--- src/rtl/awg_dds_core.sv ---
// Dual-channel arithmetic DDS core: phase accumulator, triangle/saw/square/DC
// waveform, 1/16-step gain and a phase-offset B channel, with handshaked config.
module awg_dds_core #(
    parameter int ACC_W = 24,
    parameter int DAC_W = 14,
    parameter int PH_W  = 8
) (
    input  logic             clk,
    input  logic             rst,
    input  logic             en,
    input  logic             cfg_valid,
    output logic             cfg_ready,
    input  logic [ACC_W-1:0] cfg_freq,
    input  logic [4:0]       cfg_amp,
    input  logic [PH_W-1:0]  cfg_phase,
    input  logic [1:0]       cfg_mode,
    output logic             sync,
    output logic [DAC_W-1:0] DA_A,
    output logic [DAC_W-1:0] DA_B
);

    localparam logic [DAC_W-1:0] MID     = {1'b1, {(DAC_W-1){1'b0}}};
    localparam logic [4:0]       AMP_MAX = 5'd16;

    logic [ACC_W-1:0] acc_reg;
    logic [ACC_W-1:0] acc_next;
    logic [ACC_W:0]   acc_sum;
    logic             wrap;
    logic             take;
    logic             apply;
    logic [4:0]       amp_sat;

    logic [ACC_W-1:0] freq_act_reg;
    logic [4:0]       amp_act_reg;
    logic [PH_W-1:0]  phase_act_reg;
    logic [1:0]       mode_act_reg;

    logic             pend_valid_reg;
    logic [ACC_W-1:0] pend_freq_reg;
    logic [4:0]       pend_amp_reg;
    logic [PH_W-1:0]  pend_phase_reg;
    logic [1:0]       pend_mode_reg;

    logic             s1_valid_reg;
    logic             s1_zero_reg;
    logic [4:0]       s1_amp_reg;
    logic             sync_reg;

    logic [1:0][DAC_W-1:0] ch_u;
    logic [1:0][DAC_W-1:0] ch_da;

    assign acc_sum   = {1'b0, acc_reg} + {1'b0, freq_act_reg};
    assign wrap      = acc_sum[ACC_W];
    assign acc_next  = en ? acc_sum[ACC_W-1:0] : '0;
    assign cfg_ready = ~pend_valid_reg;
    assign take      = cfg_valid & ~pend_valid_reg;
    // Switching only at a wrap (or when idle/stopped) keeps each period on one config.
    assign apply     = pend_valid_reg & (~en | (freq_act_reg == '0) | wrap);
    assign amp_sat   = (cfg_amp > AMP_MAX) ? AMP_MAX : cfg_amp;

    // The phase offset only touches the top PH_W bits, so adding it to the
    // top DAC_W accumulator bits is exact (requires PH_W < DAC_W).
    assign ch_u[0] = acc_reg[ACC_W-1 -: DAC_W];
    assign ch_u[1] = acc_reg[ACC_W-1 -: DAC_W] + {phase_act_reg, {(DAC_W-PH_W){1'b0}}};

    always_ff @(posedge clk or posedge rst) begin
        if (rst) begin
            acc_reg        <= '0;
            freq_act_reg   <= '0;
            amp_act_reg    <= AMP_MAX;
            phase_act_reg  <= '0;
            mode_act_reg   <= 2'd0;
            pend_valid_reg <= 1'b0;
            pend_freq_reg  <= '0;
            pend_amp_reg   <= '0;
            pend_phase_reg <= '0;
            pend_mode_reg  <= 2'd0;
        end else begin
            acc_reg <= acc_next;
            if (take) begin
                pend_valid_reg <= 1'b1;
                pend_freq_reg  <= cfg_freq;
                pend_amp_reg   <= amp_sat;
                pend_phase_reg <= cfg_phase;
                pend_mode_reg  <= cfg_mode;
            end else if (apply) begin
                pend_valid_reg <= 1'b0;
                freq_act_reg   <= pend_freq_reg;
                amp_act_reg    <= pend_amp_reg;
                phase_act_reg  <= pend_phase_reg;
                mode_act_reg   <= pend_mode_reg;
            end
        end
    end

    always_ff @(posedge clk or posedge rst) begin
        if (rst) begin
            s1_valid_reg <= 1'b0;
            s1_zero_reg  <= 1'b0;
            s1_amp_reg   <= '0;
            sync_reg     <= 1'b0;
        end else begin
            s1_valid_reg <= en;
            s1_zero_reg  <= (acc_reg == '0);
            s1_amp_reg   <= amp_act_reg;
            sync_reg     <= en & s1_valid_reg & s1_zero_reg;
        end
    end

    for (genvar gi = 0; gi < 2; gi++) begin : g_ch
        logic [DAC_W-1:0] tri_w;
        logic [DAC_W-1:0] wave_next;
        logic [DAC_W-1:0] wave_reg;
        logic [DAC_W-1:0] gain_out;
        logic [DAC_W-1:0] da_reg;
        logic [DAC_W:0]   s;
        logic [DAC_W+4:0] s_ext;
        logic [DAC_W+4:0] amp_ext;
        logic [DAC_W+4:0] prod;
        logic             gain_unused;

        assign tri_w = ch_u[gi][DAC_W-1] ? ~{ch_u[gi][DAC_W-2:0], 1'b0}
                                         :  {ch_u[gi][DAC_W-2:0], 1'b0};

        always_comb begin
            wave_next = MID;
            case (mode_act_reg)
                2'd0:    wave_next = tri_w;
                2'd1:    wave_next = ch_u[gi];
                2'd2:    wave_next = {DAC_W{ch_u[gi][DAC_W-1]}};
                default: wave_next = MID;
            endcase
        end

        // Two's-complement product: dropping the low 4 bits is a floor >>> 4.
        assign s           = {1'b0, wave_reg} - {1'b0, MID};
        assign s_ext       = {{4{s[DAC_W]}}, s};
        assign amp_ext     = {{DAC_W{1'b0}}, s1_amp_reg};
        assign prod        = s_ext * amp_ext;
        assign gain_out    = MID + prod[DAC_W+3:4];
        assign gain_unused = ^{prod[3:0], prod[DAC_W+4]};

        always_ff @(posedge clk or posedge rst) begin
            if (rst) begin
                wave_reg <= '0;
                da_reg   <= '0;
            end else begin
                wave_reg <= wave_next;
                da_reg   <= (en && s1_valid_reg) ? gain_out : '0;
            end
        end

        assign ch_da[gi] = da_reg;
    end

    assign DA_A = ch_da[0];
    assign DA_B = ch_da[1];
    assign sync = sync_reg;

endmodule

--- config.mk ---
export PLATFORM = sky130hd
export DESIGN_NAME = awg_dds_core
export DESIGN_NICKNAME = d
export VERILOG_FILES = /design/src/rtl/awg_dds_core.sv
export SDC_FILE = /design/constraint.sdc
export NUM_CORES = 1
export LEC_CHECK = 0
export BUFFER_PORTS_ARGS = -buffer_cell sky130_fd_sc_hd__buf_2
export CORE_UTILIZATION = 60
export CTS_CLUSTER_SIZE = 16
export DETAILED_ROUTE_END_ITERATION = 16
export PLACE_DENSITY_LB_ADDON = 0.08
export SLEW_MARGIN = 20
export SYNTH_ARGS = -nofsm -noshare
export SYNTH_HDL_FRONTEND = slang
export SYNTH_SLANG_ARGS = --single-unit
export TNS_END_PERCENT = 5
--- constraint.sdc ---
create_clock -name clk -period 6.8 [get_ports clk]
set_input_delay 0.68 -clock clk [delete_from_list [all_inputs] [get_ports clk]]
set_output_delay 0.68 -clock clk [all_outputs]
set_load 0.005 [all_outputs]
==> impl_metrics.yaml, run 1 <==
worst_setup_path:
  crit_path_end_kind: "flip-flop"
  cp_max_fo: 28
  r2r_start: "s1_amp_reg[2]"
  crit_type: "reg2reg"
  start_kind: "flip-flop"
  cp.arrival_ps: 4890
  startpoint: "s1_amp_reg[2]"
  cp.required_ps: 7140
run:
  drv_cap: 0
global_route:
  grt_use_total: 0.236
  grt.overflow.total: 0
  grt_max_degree: 96
  grt_pass1_wl_um: 40600
  antenna_found_initial: 0
  first_global_vias: 8383
timing:
  slew_headroom: 0.356
  setup_ws_ps: 2260
  fmax_mhz: 220
  finalCriticalPeriod_ps: 4540
  hold_violations: 0
  slew_viol_final: 0
  rsz0062_at_grt: "false"
  fin_skew_ps: 9.71
  finalSetupTns_ps: 0
  fin_crit_sh: 0.668
  worstMarginPinSlew_ps: 966
  finalSetupViolations: 0
place:
  dpl.hpwl_um: 18100
  place_congestion: 0.872
  portBuffers: 72
  place_ws_ps: 2330
finish:
  largest_reg_flops: 28
  nets: 1496
  layout-drive-gt1-share: 0.153
  area_delta_synth_final_pct: 9.79
  antennaDiodeCount: 0
floorplan:
  start_util: 0.612
  die_area_um2: 21300
  die_w_um: 146
  core_region_area_um2: 20300
  rows: 52
  die_h_um: 146
  ios: 73
synthesis:
  netlist_top_cells_count: "166 x dfrtp_1, 140 x inv_1, 118 x and2_1"
  synth_cells: 1226
  ys_seq_elements: 167
  synth_top_area_cell: "dfrtp_1"
  netlist.area_leader.share: 0.334
  syn_avg_cell_area_um2: 10.1
  synth-async-reset-ratio: 1.00
  yosysMostFrequentCell: "dfrtp_1"
  synth_edf_count: 0
  ys_seq_area_frac: 0.336
  synth.area.top_cells: "dfrtp_1 33%, fa_1 13%, ha_1 9.1%, and2_1 5.9%, mux2_2 5.8%"
  ys_types: 67
  synth-main-ff-cell: "dfrtp_1"
  synth_area_um2: 12400
  syn_nets: 1441
  ys_warn_count: 0
clock_tree:
  cts_tree: "yes"
  cts_root_buf: "clkbuf_16"
  path_clk_slew_ps: 70
  insertion_delay_ps: 420
  cts_buffer_depth: 2
  cts_buffers: 17
  cts-htree-levels: 4
  ctsResizeCount: 0
  cts_sinks: 167
  post-cts-setup-buffer-count: 0
  hold_buffers: 0
detailed_routing:
  first_pass_iters: 5
  ant_nets: 0
  drc_errors: 0
  vias: 8596
  drt_iter0_markers: 525
  detail_route.wl_per_cell_um: 15.2
  viasPerCell: 5.50
  routed_wl_um: 23700
pwr:
  switchingPower_uw: 3110
  peakVddDrop_uv: 293
  leakage_uw: 0.00670
  comb_power_share: 0.583
  finalPower_uw: 7060
  pwr-share-clk: 0.144
  p_seq_frac: 0.273
  p_per_area_nw_per_um2: 517
  netSwitchingFraction: 0.441
  power.internal_uw: 3940
min_path:
  min_from: "amp_act_reg[2]"
  hp-class: "reg2reg"
status:
  status: "finished clean"
[metrics by stage]
step	hold slack, ps	instances	util	instance area (µm²)
2_1_floorplan	350	1226	-	12400
3_3_place_gp	363	1531	0.641	13000
3_5_place_dp	367	1531	0.641	13000
4_1_cts	380	1563	0.671	13600
5_1_grt	387	1564	0.672	13600
6_report	381	1564	0.672	13600
[layer usage]
metal,vias to the layer above,track usage,part of all wire
met5,-,0,0
met4,0,0.0621,0.014
met3,28,0.0323,0.030
met2,184,0.381,0.47
met1,4183,0.336,0.49
li1,4201,-,-
[critical path: stages (launching register included)]
cell and delay (ps):
dfrtp_1 830, and2_1 260, fa_1 410, fa_1 490, inv_1 50, fa_1 520
inv_1 40, ha_1 350, a2111oi_0 440, o31ai_1 210, a32oi_1 290, nand2b_1 130
a31oi_1 230, mux2i_1 210
[placed cells by master, fill, tap and decap left out, types with 11 or more instances in the layout]
cell | netlist | routed
and2_1 | 118 | 118
nand2b_1 | 17 | 17
nor2b_1 | 29 | 28
nand2_1 | 58 | 58
o21ai_0 | 35 | 35
a21o_1 | 21 | 21
a21oi_1 | 53 | 53
mux2_2 | 64 | 64
clkbuf_16 | 0 | 17
ha_1 | 90 | 90
nor2_1 | 69 | 69
xor2_1 | 21 | 21
fa_1 | 82 | 82
nand3_1 | 15 | 15
and3_1 | 16 | 16
buf_2 | 6 | 72
inv_1 | 140 | 139
xnor2_1 | 41 | 41
nor4_1 | 12 | 12
a221o_1 | 11 | 11
dfrtp_1 | 166 | 166
nor3_1 | 18 | 18
[power by group through the flow]
stage / Sequential (µW) / Clock [µW] / Combinational, µW
CTS: 1930 / 1040 / 4120
finish: 1930 / 1020 / 4110
global route: 2000 / 1080 / 4660
global placement: 1930 / 0 / 4010
detailed placement: 1950 / 0 / 4090
floorplan: 1680 / 0 / 3450
[logic make-up after synthesis]
| logic type | count (synthesis) | synth area share |
|---|---|---|
| compound gates | 182 | 0.0987 |
| xor+xnor | 62 | 0.0437 |
| fa+ha+maj | 172 | 0.223 |
| buf+inv | 182 | 0.0568 |
| flops | 167 | 0.336 |
| mux | 83 | 0.0773 |
| simple gates | 378 | 0.165 |
[cell type report]
class	count	area (µm²)
timing repair buffer	77	418
sequential	167	4180
inverter	141	534
clock buffer	18	429
multi-input combinational	877	7560
clock inverter	14	183
fill	1621	6660
tap	270	338
[path summary, 6_finish.rpt]
path,slack (ps),to,depth (start not counted)
max,2260,DA_A[12],13
min,380,s1_amp_reg[2],0
max reg2reg,2260,DA_A[12],13
min reg2reg,380,s1_amp_reg[2],0
max in group asynchronous,4930,phase_act_reg[7],3
min in group asynchronous,430,pend_freq_reg[5],2
No activity file was read; power rests on OpenSTA's default activity.
==> run 2, diff against run 1 <==
- clock period: 6.8 -> 4.43 ns (I/O delays scaled with it)
==> run 2 against run 1 <==
Core utilization rose by 0.42 points. Clock-buffer cell count fell by 1. Routed wire length rose by 1.3%. First-iteration DRC count fell by 23%. Highest routed layer unchanged.
==> impl_metrics.yaml, run 2 (synthesis gave the netlist of run 1 again) <==
status:
  status: "finished clean"
timing:
  finalSetupTns_ps: 0
  hold_violations: 0
  slew_viol_final: 0
  fmax_mhz: 238
  worstMarginPinSlew_ps: 931
  rsz0062_at_grt: "false"
  finalSetupViolations: 0
  slew_headroom: 0.379
  finalCriticalPeriod_ps: 4200
  fin_crit_sh: 0.948
  fin_skew_ps: 19.2
finish:
  fill_cells: 1660
  final_cell_area_um2: 13700
  area_delta_synth_final_pct: 10.5
  nets: 1505
  largest_reg_flops: 28
  final_cell_mix: "164 x dfrtp_1, 139 x inv_1, 118 x and2_1, 90 x ha_1, 82 x fa_1"
  layout_commonest_cell: "dfrtp_1"
  seq_area_um2: 4190
  antennaDiodeCount: 0
  layout-drive-gt1-share: 0.161
  fin_util: 0.676
  multi_input_area_um2: 7570
floorplan:
  core_region_area_um2: 20300
  rows: 52
  die_w_um: 146
  start_util: 0.612
  die_h_um: 146
  ios: 73
  die_area_um2: 21300
global_route:
  grt_use_total: 0.243
  grt.overflow.total: 0
  groute.layer.met2.usage: 0.402
  gr-usage-met3: 0.0298
  first_global_vias: 8586
  grt-busiest-layer: "met2"
  grt_use_met1: 0.334
  grt_pass1_wl_um: 41500
  antenna_found_initial: 0
  grt_max_degree: 138
clock_tree:
  cts_root_buf: "clkbuf_16"
  cts-htree-levels: 4
  insertion_delay_ps: 440
  post-cts-setup-buffer-count: 0
  hold_buffers: 0
  cts_buffer_depth: 2
  cts_buffers: 17
  ctsResizeCount: 0
  path_clk_slew_ps: 70
  cts_sinks: 167
  cts_tree: "yes"
worst_setup_path:
  crit_path_end_kind: "flip-flop"
  r2r_slack_ps: 230
  crit_type: "reg2reg"
  timing.rr.end: "DA_A[12]"
  cp_max_fo: 24
  start_kind: "flip-flop"
  crit_chain: "and2_1, fa_1, fa_1, inv_1, fa_1, inv_1, ha_1, a2111oi_0, o31ai_1, a32oi_1, nand2b_1, a31oi_1, mux2i_1"
  rr_worst_depth: 13
  cp.required_ps: 4780
  crit_slowest_cell: "dfrtp_4"
  r2r_start: "s1_amp_reg[1]"
  cp.arrival_ps: 4550
  path_common_cell: "fa_1"
  critPathMaxStageDelay_ps: 580
pwr:
  comb_power_share: 0.603
  p_per_area_nw_per_um2: 789
  peakVddDrop_uv: 393
  switchingPower_uw: 4850
  power.internal_uw: 5980
  netSwitchingFraction: 0.448
  finalPower_uw: 10800
  p_seq_frac: 0.263
  pwr-share-clk: 0.134
  leakage_uw: 0.00673
detailed_routing:
  routed_wl_um: 24000
  first_pass_iters: 5
  detail_route.wl_per_cell_um: 15.3
  viasPerCell: 5.48
  drc_errors: 0
  ant_nets: 0
  drt_iter0_markers: 403
  vias: 8610
place:
  dpl.hpwl_um: 18400
  place_congestion: 0.897
  place_area_um2: 13100
  portBuffers: 72
min_path:
  hp-class: "in2async"
run:
  drv_cap: 0
## run 2: cell types whose count changed in the layout (fill, tap and decap cells not counted), moves of 2 or more
cell	before	now
buf_12	0	3
dfrtp_1	166	164
clkinv_2	2	0
inv_8	2	5
clkinv_8	0	3
clkinv_4	0	3
inv_6	7	2
buf_4	4	10
bufinv_16	3	0
## run 2: how the worst max path moves through the flow
stage / start / end / slack [ps] / depth (start not counted)
2_1_floorplan: s1_amp_reg[1] / DA_B[12] / 480 / 14
5_1_grt: s1_amp_reg[1] / DA_A[12] / 3 / 13
3_3_place_gp: s1_amp_reg[1] / DA_A[12] / 90 / 13
4_1_cts: s1_amp_reg[1] / DA_A[11] / 20 / 13
3_5_place_dp: s1_amp_reg[1] / DA_A[11] / 20 / 13
6_report: s1_amp_reg[1] / DA_A[12] / 230 / 13
## run 2: power by group through the flow
stage	registers (µW)	logic (µW)	clock network (µW)
2_1_floorplan	2570	5300	0
3_3_place_gp	2850	6330	0
6_report	2850	6530	1450
5_1_grt	2960	7430	1540
3_5_place_dp	2880	6470	0
4_1_cts	2850	6530	1490
## run 2: per-layer routing
layer	routed length (µm)	vias to the layer above
met2	11400	158
li1	-	4236
met4	411	0
met5	0	-
met3	606	31
met1	11600	4185
## run 2: final cells by class
cell class	count	share of cell area
multi-input cells	877	0.551
flip-flops and latches	167	0.305
inverters	141	0.0388
clock buffers	17	0.0310
clock inverters	14	0.0114
well taps	270	0.0246
repair buffers	86	0.0381
## run 2: critical path, delay by kind of cell (launching register included)
kind	cells	cell delay, ps
flops	1	580
fa+ha+maj	4	1840
simple gates	2	330
buf+inv	2	90
mux	1	200
compound gates	4	1090
## run 2: through the flow
step	setup slack [ps]	instances	hold slack, ps
after floorplan	480	1226	350
after CTS	23.1	1571	106
after global routing	3.06	1572	150
after detailed placement	22.7	1540	365
after global placement	91.4	1540	359
final	228	1572	97.6
